--- src/rtl/tap_accum.sv ---
// Tap accumulator: sums NUM_TAPS signed products per output sample, valid/ready on both sides.
// Build option ACCUM_SAT_EN: saturate the reduced sum and raise a sticky ovf flag.
module tap_accum #(
  parameter int DATA_WIDTH = 6,
  parameter int NUM_TAPS   = 4
) (
  input  logic                  clk,
  input  logic                  rst,
  input  logic [DATA_WIDTH-1:0] prod_in,
  input  logic                  prod_valid,
  output logic                  prod_ready,
  output logic [((NUM_TAPS > 2) ? $clog2(NUM_TAPS) : 1)-1:0] tap_idx,
  output logic [DATA_WIDTH-1:0] sum_out,
  output logic                  sum_valid,
  input  logic                  sum_ready,
  output logic                  ovf
);
  localparam int IDX_W = (NUM_TAPS > 2) ? $clog2(NUM_TAPS) : 1;
  localparam int ACC_W = DATA_WIDTH + $clog2(NUM_TAPS);
  localparam logic [IDX_W-1:0] LAST_TAP = IDX_W'(NUM_TAPS - 1);

  typedef enum logic {ACCUM, HOLD} state_e;

  state_e                  state_q, state_d;
  logic signed [ACC_W-1:0] acc_q, acc_d;
  logic [IDX_W-1:0]        tap_idx_q, tap_idx_d;
  logic [DATA_WIDTH-1:0]   sum_out_q, sum_out_d;
  logic signed [ACC_W-1:0] prod_ext, full;
  logic [DATA_WIDTH-1:0]   reduced;
  logic                    accept, xfer, last;

  assign prod_ready = (state_q == ACCUM) | sum_ready;
  assign sum_valid  = (state_q == HOLD);
  assign tap_idx    = tap_idx_q;
  assign sum_out    = sum_out_q;

  always_comb begin
    prod_ext = {{(ACC_W-DATA_WIDTH){prod_in[DATA_WIDTH-1]}}, prod_in};
    full     = acc_q + prod_ext;
    last     = (tap_idx_q == LAST_TAP);
    accept   = prod_valid & prod_ready;
    xfer     = sum_valid & sum_ready;
  end

`ifdef ACCUM_SAT_EN
  localparam logic signed [ACC_W-1:0] SAT_MAX = ACC_W'(2**(DATA_WIDTH-1) - 1);
  localparam logic signed [ACC_W-1:0] SAT_MIN = ~SAT_MAX;
  logic clamp;
  logic ovf_q, ovf_d;

  always_comb begin
    clamp   = 1'b0;
    reduced = full[DATA_WIDTH-1:0];
    if (full > SAT_MAX) begin
      clamp   = 1'b1;
      reduced = SAT_MAX[DATA_WIDTH-1:0];
    end else if (full < SAT_MIN) begin
      clamp   = 1'b1;
      reduced = SAT_MIN[DATA_WIDTH-1:0];
    end
    ovf_d = ovf_q | (accept & last & clamp);
  end

  always_ff @(posedge clk) begin
    if (rst) ovf_q <= 1'b0;
    else     ovf_q <= ovf_d;
  end

  assign ovf = ovf_q;
`else
  always_comb reduced = full[DATA_WIDTH-1:0];
  assign ovf = 1'b0;
`endif

  always_comb begin
    state_d   = state_q;
    acc_d     = acc_q;
    tap_idx_d = tap_idx_q;
    sum_out_d = sum_out_q;
    if (accept) begin
      // Tap 0 restarts the frame, so the previous frame's acc is never added in.
      acc_d = (tap_idx_q == '0) ? prod_ext : full;
      if (last) begin
        tap_idx_d = '0;
        sum_out_d = reduced;
      end else begin
        tap_idx_d = tap_idx_q + 1'b1;
      end
    end
    if (accept && last) state_d = HOLD;
    else if (xfer)      state_d = ACCUM;
  end

  always_ff @(posedge clk) begin
    if (rst) begin
      state_q   <= ACCUM;
      acc_q     <= '0;
      tap_idx_q <= '0;
      sum_out_q <= '0;
    end else begin
      state_q   <= state_d;
      acc_q     <= acc_d;
      tap_idx_q <= tap_idx_d;
      sum_out_q <= sum_out_d;
    end
  end
endmodule

--- config.mk ---
export PLATFORM = sky130hd
export DESIGN_NAME = tap_accum
export DESIGN_NICKNAME = d
export VERILOG_FILES = /design/src/rtl/tap_accum.sv
export SDC_FILE = /design/constraint.sdc
export NUM_CORES = 1
export LEC_CHECK = 0
export ABC_AREA = 1
export CAP_MARGIN = 20
export CORE_MARGIN = 5
export CORE_UTILIZATION = 39
export DETAILED_ROUTE_END_ITERATION = 16
export PLACE_DENSITY_LB_ADDON = 0.15
export SLEW_MARGIN = 20
export SYNTH_ARGS = -nofsm -noshare
export SYNTH_HDL_FRONTEND = slang
export SYNTH_SLANG_ARGS = --single-unit
--- constraint.sdc ---
create_clock -name clk -period 2.3 [get_ports clk]
set_clock_uncertainty 0.2 [all_clocks]
set_input_delay 0.46 -clock clk [delete_from_list [all_inputs] [get_ports clk]]
set_output_delay 0.46 -clock clk [all_outputs]
set_load 0.005 [all_outputs]
* After elaboration in Yosys (flattened, before gate mapping)
Index checks and enable logic that the tools add are counted.
Cells by class: add/sub/neg operators 2, equal/unequal tests 1, mux-type cells 4, bitwise gates (word level) 4, reduce and logical (&&, ||, !) cells 4
Operator list (count):
- 8-bit by 6-bit adder with 8-bit output | 1
- 8-bit 2-to-1 mux | 1
- 2-bit by 1-bit adder with 2-bit output (second input constant) | 1
- 1-bit AND | 2
- 2-bit equality test (second input constant) | 1
- 2-bit logical NOT | 1
- 1-bit 2-to-1 mux | 2
- 2-bit 2-to-1 mux | 1
- 2-bit AND reduction | 1
- 2-bit nonzero test | 1
- 1-bit logical AND | 1
- 1-bit inverter | 1
- 1-bit OR | 1
Word-level totals: register bits after elaboration 17, input port bits 10, output and inout port bits 11, logic and storage cells 19

* Longest topological paths before layout
Gate-level depths: netlist of the first run.
depth in word-level cells 5, mapped depth 9, mapped depth without buffers 9

* Worst setup path after synthesis of the first run
No wires, ideal clock.
path kind input to register, start point in prod_in[0], end point reg acc_q[4], setup time 119 ps, arrival time 1538 ps, required time 1981 ps, setup slack 443 ps, stages 7, path buffers 0, cell sequence ha_1 > fa_1 > nand3_1 > nand2_1 > or2_1 > nand3_1 > a21oi_1
Between the ends: cells in the longest elaborated chain, start to end 2
RTL lines:
- start: declaration | line 9 | input logic [DATA_WIDTH-1:0] prod_in,
- 8-bit by 6-bit adder with 8-bit output | line 39 | full = acc_q + prod_ext;
- 8-bit 2-to-1 mux | line 82 | acc_d = (tap_idx_q == '0) ? prod_ext : full;
- end signal: assignment | line 97 | acc_q <= '0;
- end signal: assignment | line 102 | acc_q <= acc_d;
- end: declaration | line 25 | logic signed [ACC_W-1:0] acc_q, acc_d;
Every way passes these cells. A chain may end at the register's enable or synchronous reset.

* Worst setup path after layout of the first run
start point in sum_ready, end point out prod_ready
Between the ends: cells in the longest elaborated chain, start to end 1
RTL lines:
- start: declaration | line 15 | input logic sum_ready,
- 1-bit OR | line 32 | assign prod_ready = (state_q == ACCUM) | sum_ready;
- end: declaration | line 11 | output logic prod_ready,
Every way passes these cells.

==> results of run 1 <==
[how the worst max path moves through the flow]
stage / to / depth (start not counted) / slack, ps
floorplan: acc_q[4]$_SDFFE_PP0N_ / 7 / 440
global placement: acc_q[4]$_SDFFE_PP0N_ / 8 / -60
detailed placement: acc_q[4]$_SDFFE_PP0N_ / 8 / -90
CTS: prod_ready / 4 / 80
global route: prod_ready / 4 / 40
finish: prod_ready / 4 / 90
[where the power goes]
group	leakage (uW)	switching [uW]	internal, uW
sequential	0.000123	10.0	274
combinational	0.000387	87.1	68.4
clock	0.0000150	84.3	67.4
total	0.000525	181	410
[layout make-up]
class / count / area (um^2) / area share [%]
clock buffers: 4 / 26.3 / 2.37
inverters: 16 / 62.6 / 5.64
flip-flops and latches: 15 / 300 / 27.1
repair buffers: 19 / 190 / 17.1
multi-input cells: 81 / 495 / 44.6
well taps: 28 / 35.0 / 3.16
[critical path: cells and delay by family]
| family | cells | cell delay (ps) |
|---|---|---|
| buffers and inverters | 3 | 1020 |
| AND/OR/NAND/NOR | 1 | 70 |
[per-layer routing]
layer	track usage (%)	vias to the layer above	wire length [um]
met5	0	-	0
met4	5.96	0	37
met3	3.85	5	121
met2	21.2	22	901
met1	18.1	355	997
li1	-	417	-
[stage by stage]
stage / worst slack, ps / setup TNS [ps]
after floorplan: 443 / 0
after global placement: -58.2 / -91.7
after detailed placement: -92.5 / -172
after CTS: 82.1 / 0
after global routing: 43.2 / 0
final: 93.4 / 0
[cells in the mapped netlist]
master	instances	share of area (%)
nor2_4	1	1.3
o21ai_0	7	4.0
nand3_2	1	1.2
inv_2	3	1.3
nand2_1	29	13
nand3_1	9	5.2
nand2_4	3	3.9
xor2_1	1	1.0
buf_4	1	0.87
a22o_1	3	3.0
nand4_2	1	1.4
fa_1	1	2.3
a31oi_1	2	1.4
inv_4	1	0.72
a21oi_1	11	6.4
a21oi_2	1	1.0
or2_1	2	1.4
conb_1	1	0.43
nor2_1	1	0.43
inv_1	12	5.2
ha_1	7	10
dfxtp_1	15	35
[state kept, by name (all words and copies together), names as in the netlist]
| signal | flops |
|---|---|
| tap_idx | 2 |
| sum_out | 6 |
| sum_valid | 1 |
| acc_q | 6 |
[cell families (layout without fill, tap and decap cells)]
logic type / count (synthesis) / after routing / share of synthesized area (%)
fa+ha+maj: 8 / 8 / 12.4
buf+inv: 17 / 39 / 8.09
simple gates: 47 / 47 / 27.5
other cells: 1 / 1 / 0.433
xor+xnor: 1 / 1 / 1.01
compound gates: 24 / 24 / 15.9
flops: 15 / 15 / 34.7
==> results.py, run 1 <==
metrics = {
    "global_route": {
        "globalRouteOverflowTotal": 0,
        "grt_max_degree": 11,
        "antenna_found_initial": 0,
        "grt_usage_pct": 13.8,
        "grt_pass1_vias": 798,
        "grt_pass1_wl_um": 3550,
    },
    "setup_path": {
        "required_ps": 1640,
        "r2r_start": "acc_q[0]$_SDFFE_PP0N_",
        "rr_endpoint": "acc_q[4]$_SDFFE_PP0N_",
        "worstSetupPathType": "in2out",
        "crit_chain": "clkdlybuf4s50_1 > inv_1 > nand2_4 > clkdlybuf4s50_1",
        "reg2regPathDepth": 7,
        "crit_path_start_kind": "primary input",
        "rrSetupSlack_ps": 520,
        "startpoint": "sum_ready",
        "cp_common_cell": "clkdlybuf4s50_1",
        "critPathSlowestCell": "clkdlybuf4s50_1",
        "crit_arrival_ps": 1550,
        "cp-end-kind": "primary output",
        "path_max_fanout": 3,
        "cpPeakStageDelay_ps": 500,
    },
    "sta": {
        "rsz0062_at_grt": "false",
        "drv_slew": 0,
        "fin_crit_sh_pct": 95.9,
        "fin_hold_ws_ps": 256,
        "fmax_mhz": 453,
        "fin_crit_ps": 2210,
        "final-setup-viol-count": 0,
        "hold_viol": 0,
    },
    "floorplan": {
        "fp-row-count": 17,
        "coreArea_mm2": 0.00217,
        "initial_core_util_pct": 39.9,
        "dieArea_mm2": 0.00326,
        "io_pins": 21,
        "die_x_um": 57.1,
        "die_y_um": 57.1,
    },
    "finish": {
        "post-route-util_pct": 51.2,
        "mostFrequentLayoutCells": "29 x nand2_1, 19 x clkdlybuf4s50_1, 15 x dfxtp_1",
        "finalNonFillerCells": 163,
        "mostFrequentLayoutCell": "nand2_1",
        "layout.nets": 154,
        "antennaDiodeCount": 0,
        "synthToLayoutAreaGrowth_pct": 28.2,
        "fillers": 218,
        "drive_above_1_share_pct": 10.4,
        "post-route-cell-area_mm2": 0.00111,
    },
    "clock_tree": {
        "cts_tree": "yes",
        "cts_sinks": 15,
        "cts_repair_resize_count": 0,
        "clk_pin_slew_ps": 90,
        "htree_levels": 1,
        "ctsHoldBuffers": 0,
        "clock_latency_ps": 280,
        "cts-root-buf": "clkbuf_4",
        "post-cts-setup-buffer-count": 0,
        "numCtsBuffers": 3,
        "clock_tree.buffer_depth": 2,
    },
    "yosys": {
        "syn_inst": 113,
        "yosysWarnings": 0,
        "yosysUniqueCellTypes": 22,
        "synth_fp_nets": 131,
        "syn-cell-area_um2": 866,
        "yosysSeqAreaShare_pct": 34.7,
        "avgSynthCellArea_um2": 7.66,
        "ys_seq_elements": 15,
    },
    "detailed_routing": {
        "via_count": 799,
        "avgRoutedWirePerCell_um": 12.6,
        "drt_first_pass_iters": 4,
        "wl_um": 2060,
        "drc": 0,
        "vias_per_cell": 4.90,
        "drtIter0Drc": 21,
        "antenna_left": 0,
    },
    "place": {
        "place_congestion": 0.834,
        "post-dp-hpwl_um": 1530,
        "dp.cells": 159,
        "dpl_cell_area_mm2": 0.00108,
        "portBuffers": 19,
    },
    "power_and_ir_drop": {
        "powerDensity_mw_per_mm2": 533,
        "cellLeakagePower_uw": 0.000525,
        "ir_worst_vdd_v": 0.000349,
        "power_uw": 592,
    },
    "min_path": {
        "holdPathEnd": "sum_out[3]$_SDFFE_PP0P_",
        "whs_path_depth": 2,
        "min-delay-start": "sum_out[3]$_SDFFE_PP0P_",
        "holdCritPathClass": "reg2reg",
    },
    "job": {
        "max-cap-violations": 0,
    },
    "outcome": {
        "outcome": "finished clean",
    },
}
No activity file was read; power rests on OpenSTA's default activity.
==> inputs of run 2 (changes only) <==
--- a/config.mk
+++ b/config.mk
@@ -7,10 +7,10 @@
 export LEC_CHECK = 0
 export ABC_AREA = 1
 export CAP_MARGIN = 20
-export CORE_MARGIN = 5
-export CORE_UTILIZATION = 39
+export CORE_UTILIZATION = 40
 export DETAILED_ROUTE_END_ITERATION = 16
 export PLACE_DENSITY_LB_ADDON = 0.15
+export SETUP_SLACK_MARGIN = 0.5
 export SLEW_MARGIN = 20
 export SYNTH_ARGS = -nofsm -noshare
 export SYNTH_HDL_FRONTEND = slang
==> results.py, run 2 (synthesis gave the netlist of run 1 again) <==
metrics = {
    "global_route": {
        "globalRouteOverflowTotal": 0,
        "grt_pass1_vias": 733,
        "grt_usage_pct": 17.7,
        "grt_pass1_wl_um": 3210,
        "antenna_found_initial": 0,
        "grt_max_degree": 11,
    },
    "sta": {
        "fin_ws_ps": 531,
        "fin_crit_ps": 1770,
        "fmax_mhz": 565,
        "drv_slew": 0,
        "rsz0062_at_grt": "false",
        "fin_crit_sh_pct": 76.9,
        "hold_viol": 0,
        "final-setup-viol-count": 0,
        "fin_hold_ws_ps": 254,
    },
    "floorplan": {
        "fp-row-count": 16,
        "initial_core_util_pct": 43.2,
        "dieArea_mm2": 0.00235,
        "coreArea_mm2": 0.00200,
        "io_pins": 21,
        "die_y_um": 48.5,
        "die_x_um": 48.5,
    },
    "setup_path": {
        "crit_arrival_ps": 1110,
        "worstSetupPathType": "reg2out",
        "path_delay_family": "buffers and inverters",
        "crit_path_start_kind": "flop",
        "critPathSlowestCell": "clkdlybuf4s50_1",
        "cpPeakStageDelay_ps": 490,
        "crit_buf_inv": 1,
        "path_max_fanout": 2,
        "crit_chain": "clkdlybuf4s50_1",
        "cp-end-kind": "primary output",
        "required_ps": 1640,
    },
    "finish": {
        "antennaDiodeCount": 0,
        "synthToLayoutAreaGrowth_pct": 42.9,
        "drive_above_1_share_pct": 27.0,
        "finalNonFillerCells": 168,
        "layout.nets": 160,
        "mostFrequentLayoutCell": "nand2_1",
        "mostFrequentLayoutCells": "29 x nand2_1, 11 x inv_1, 10 x a21oi_1",
    },
    "clock_tree": {
        "ctsHoldBuffers": 0,
        "htree_levels": 1,
        "clk_pin_slew_ps": 90,
        "cts-root-buf": "clkbuf_4",
        "clock_tree.buffer_depth": 2,
        "clock_latency_ps": 280,
        "numCtsBuffers": 3,
        "cts_tree": "yes",
        "cts_sinks": 15,
    },
    "detailed_routing": {
        "drtIter0Drc": 11,
        "drt_first_pass_iters": 4,
        "avgRoutedWirePerCell_um": 11.8,
        "drc": 0,
        "antenna_left": 0,
        "via_count": 829,
        "wl_um": 1980,
        "vias_per_cell": 4.93,
    },
    "place": {
        "dp.cells": 159,
        "portBuffers": 19,
        "pre_cts_ws_ps": -58.6,
        "post-dp-hpwl_um": 1420,
        "place_congestion": 0.840,
    },
    "power_and_ir_drop": {
        "powerDensity_mw_per_mm2": 498,
        "cellLeakagePower_uw": 0.000659,
        "ir_worst_vdd_v": 0.000307,
    },
    "outcome": {
        "outcome": "finished clean",
    },
    "min_path": {
        "holdCritPathClass": "reg2reg",
    },
    "job": {
        "max-cap-violations": 0,
    },
}
run 2: changes by cell type in the layout (fill, tap and decap cells not counted), sizes merged:
cell	previous run	this run
dlygate4sd2	0	4
clkdlybuf4s50	19	7
buf	0	6
clkdlybuf4s15	0	2
dlymetal6s2s	0	6
clkinv	0	1
clkbuf	4	3
run 2: metrics by stage:
stage | TNS, ps | total power, uW | util, % | instance area (um^2)
finish | 0 | 616 | 61.8 | 1240
global route | 0 | 654 | 61.8 | 1240
CTS | 0 | 618 | 60.0 | 1200
detailed placement | -103 | 451 | 55.4 | 1110
global placement | -37.8 | 447 | 55.4 | 1110
floorplan | 0 | 396 | - | 886
run 2: layout make-up:
class / count / area, um^2
fill: 182 / 764
multi-input combinational: 81 / 557
clock inverter: 1 / 5.00
sequential: 15 / 310
inverter: 16 / 62.6
timing repair buffer: 25 / 246
clock buffer: 3 / 22.5
tap: 27 / 33.8
run 2: path summary, 6_finish.rpt:
kind                           start                      end  slack, ps  depth (start not counted)
max          sum_out[5]$_SDFFE_PP0P_               sum_out[5]        530                          1
min          sum_out[5]$_SDFFE_PP0P_  sum_out[5]$_SDFFE_PP0P_        250                          2
max reg2reg    acc_q[0]$_SDFFE_PP0N_    acc_q[4]$_SDFFE_PP0N_        630                          7
min reg2reg  sum_out[5]$_SDFFE_PP0P_  sum_out[5]$_SDFFE_PP0P_        250                          2
run 2: timing repair:
item | CTS | global route
buffers inserted | 3 | 2
pin swaps | 1 | 2
setup endpoints to repair | 15 | 13
cloned | 0 | 0
gates resized for setup | 17 | 11
run 2: routing by layer:
metal  part of all wire, %  up-vias  global-route usage [%]  routed length [um]
li1                      -      428                       -                   -
met1                    51      383                    24.4                1010
met2                    45       16                    27.5                 894
met3                   3.4        2                    5.66                  68
met4                  0.66        0                    2.94                  13
met5                     0        -                       0                   0
run 2: worst min-delay path, cell delays in order, from the launching register on:
cell and delay [ps]:
dfxtp_2 330, nand2_1 50, nand2_1 40
run 2: where the power goes:
group | total (uW) | leakage, uW | switching (uW) | internal [uW]
clock | 153 | 0.0000177 | 88.6 | 64.5
sequential | 287 | 0.000127 | 11.4 | 275
combinational | 176 | 0.000515 | 94.0 | 82.0
total | 616 | 0.000659 | 194 | 422
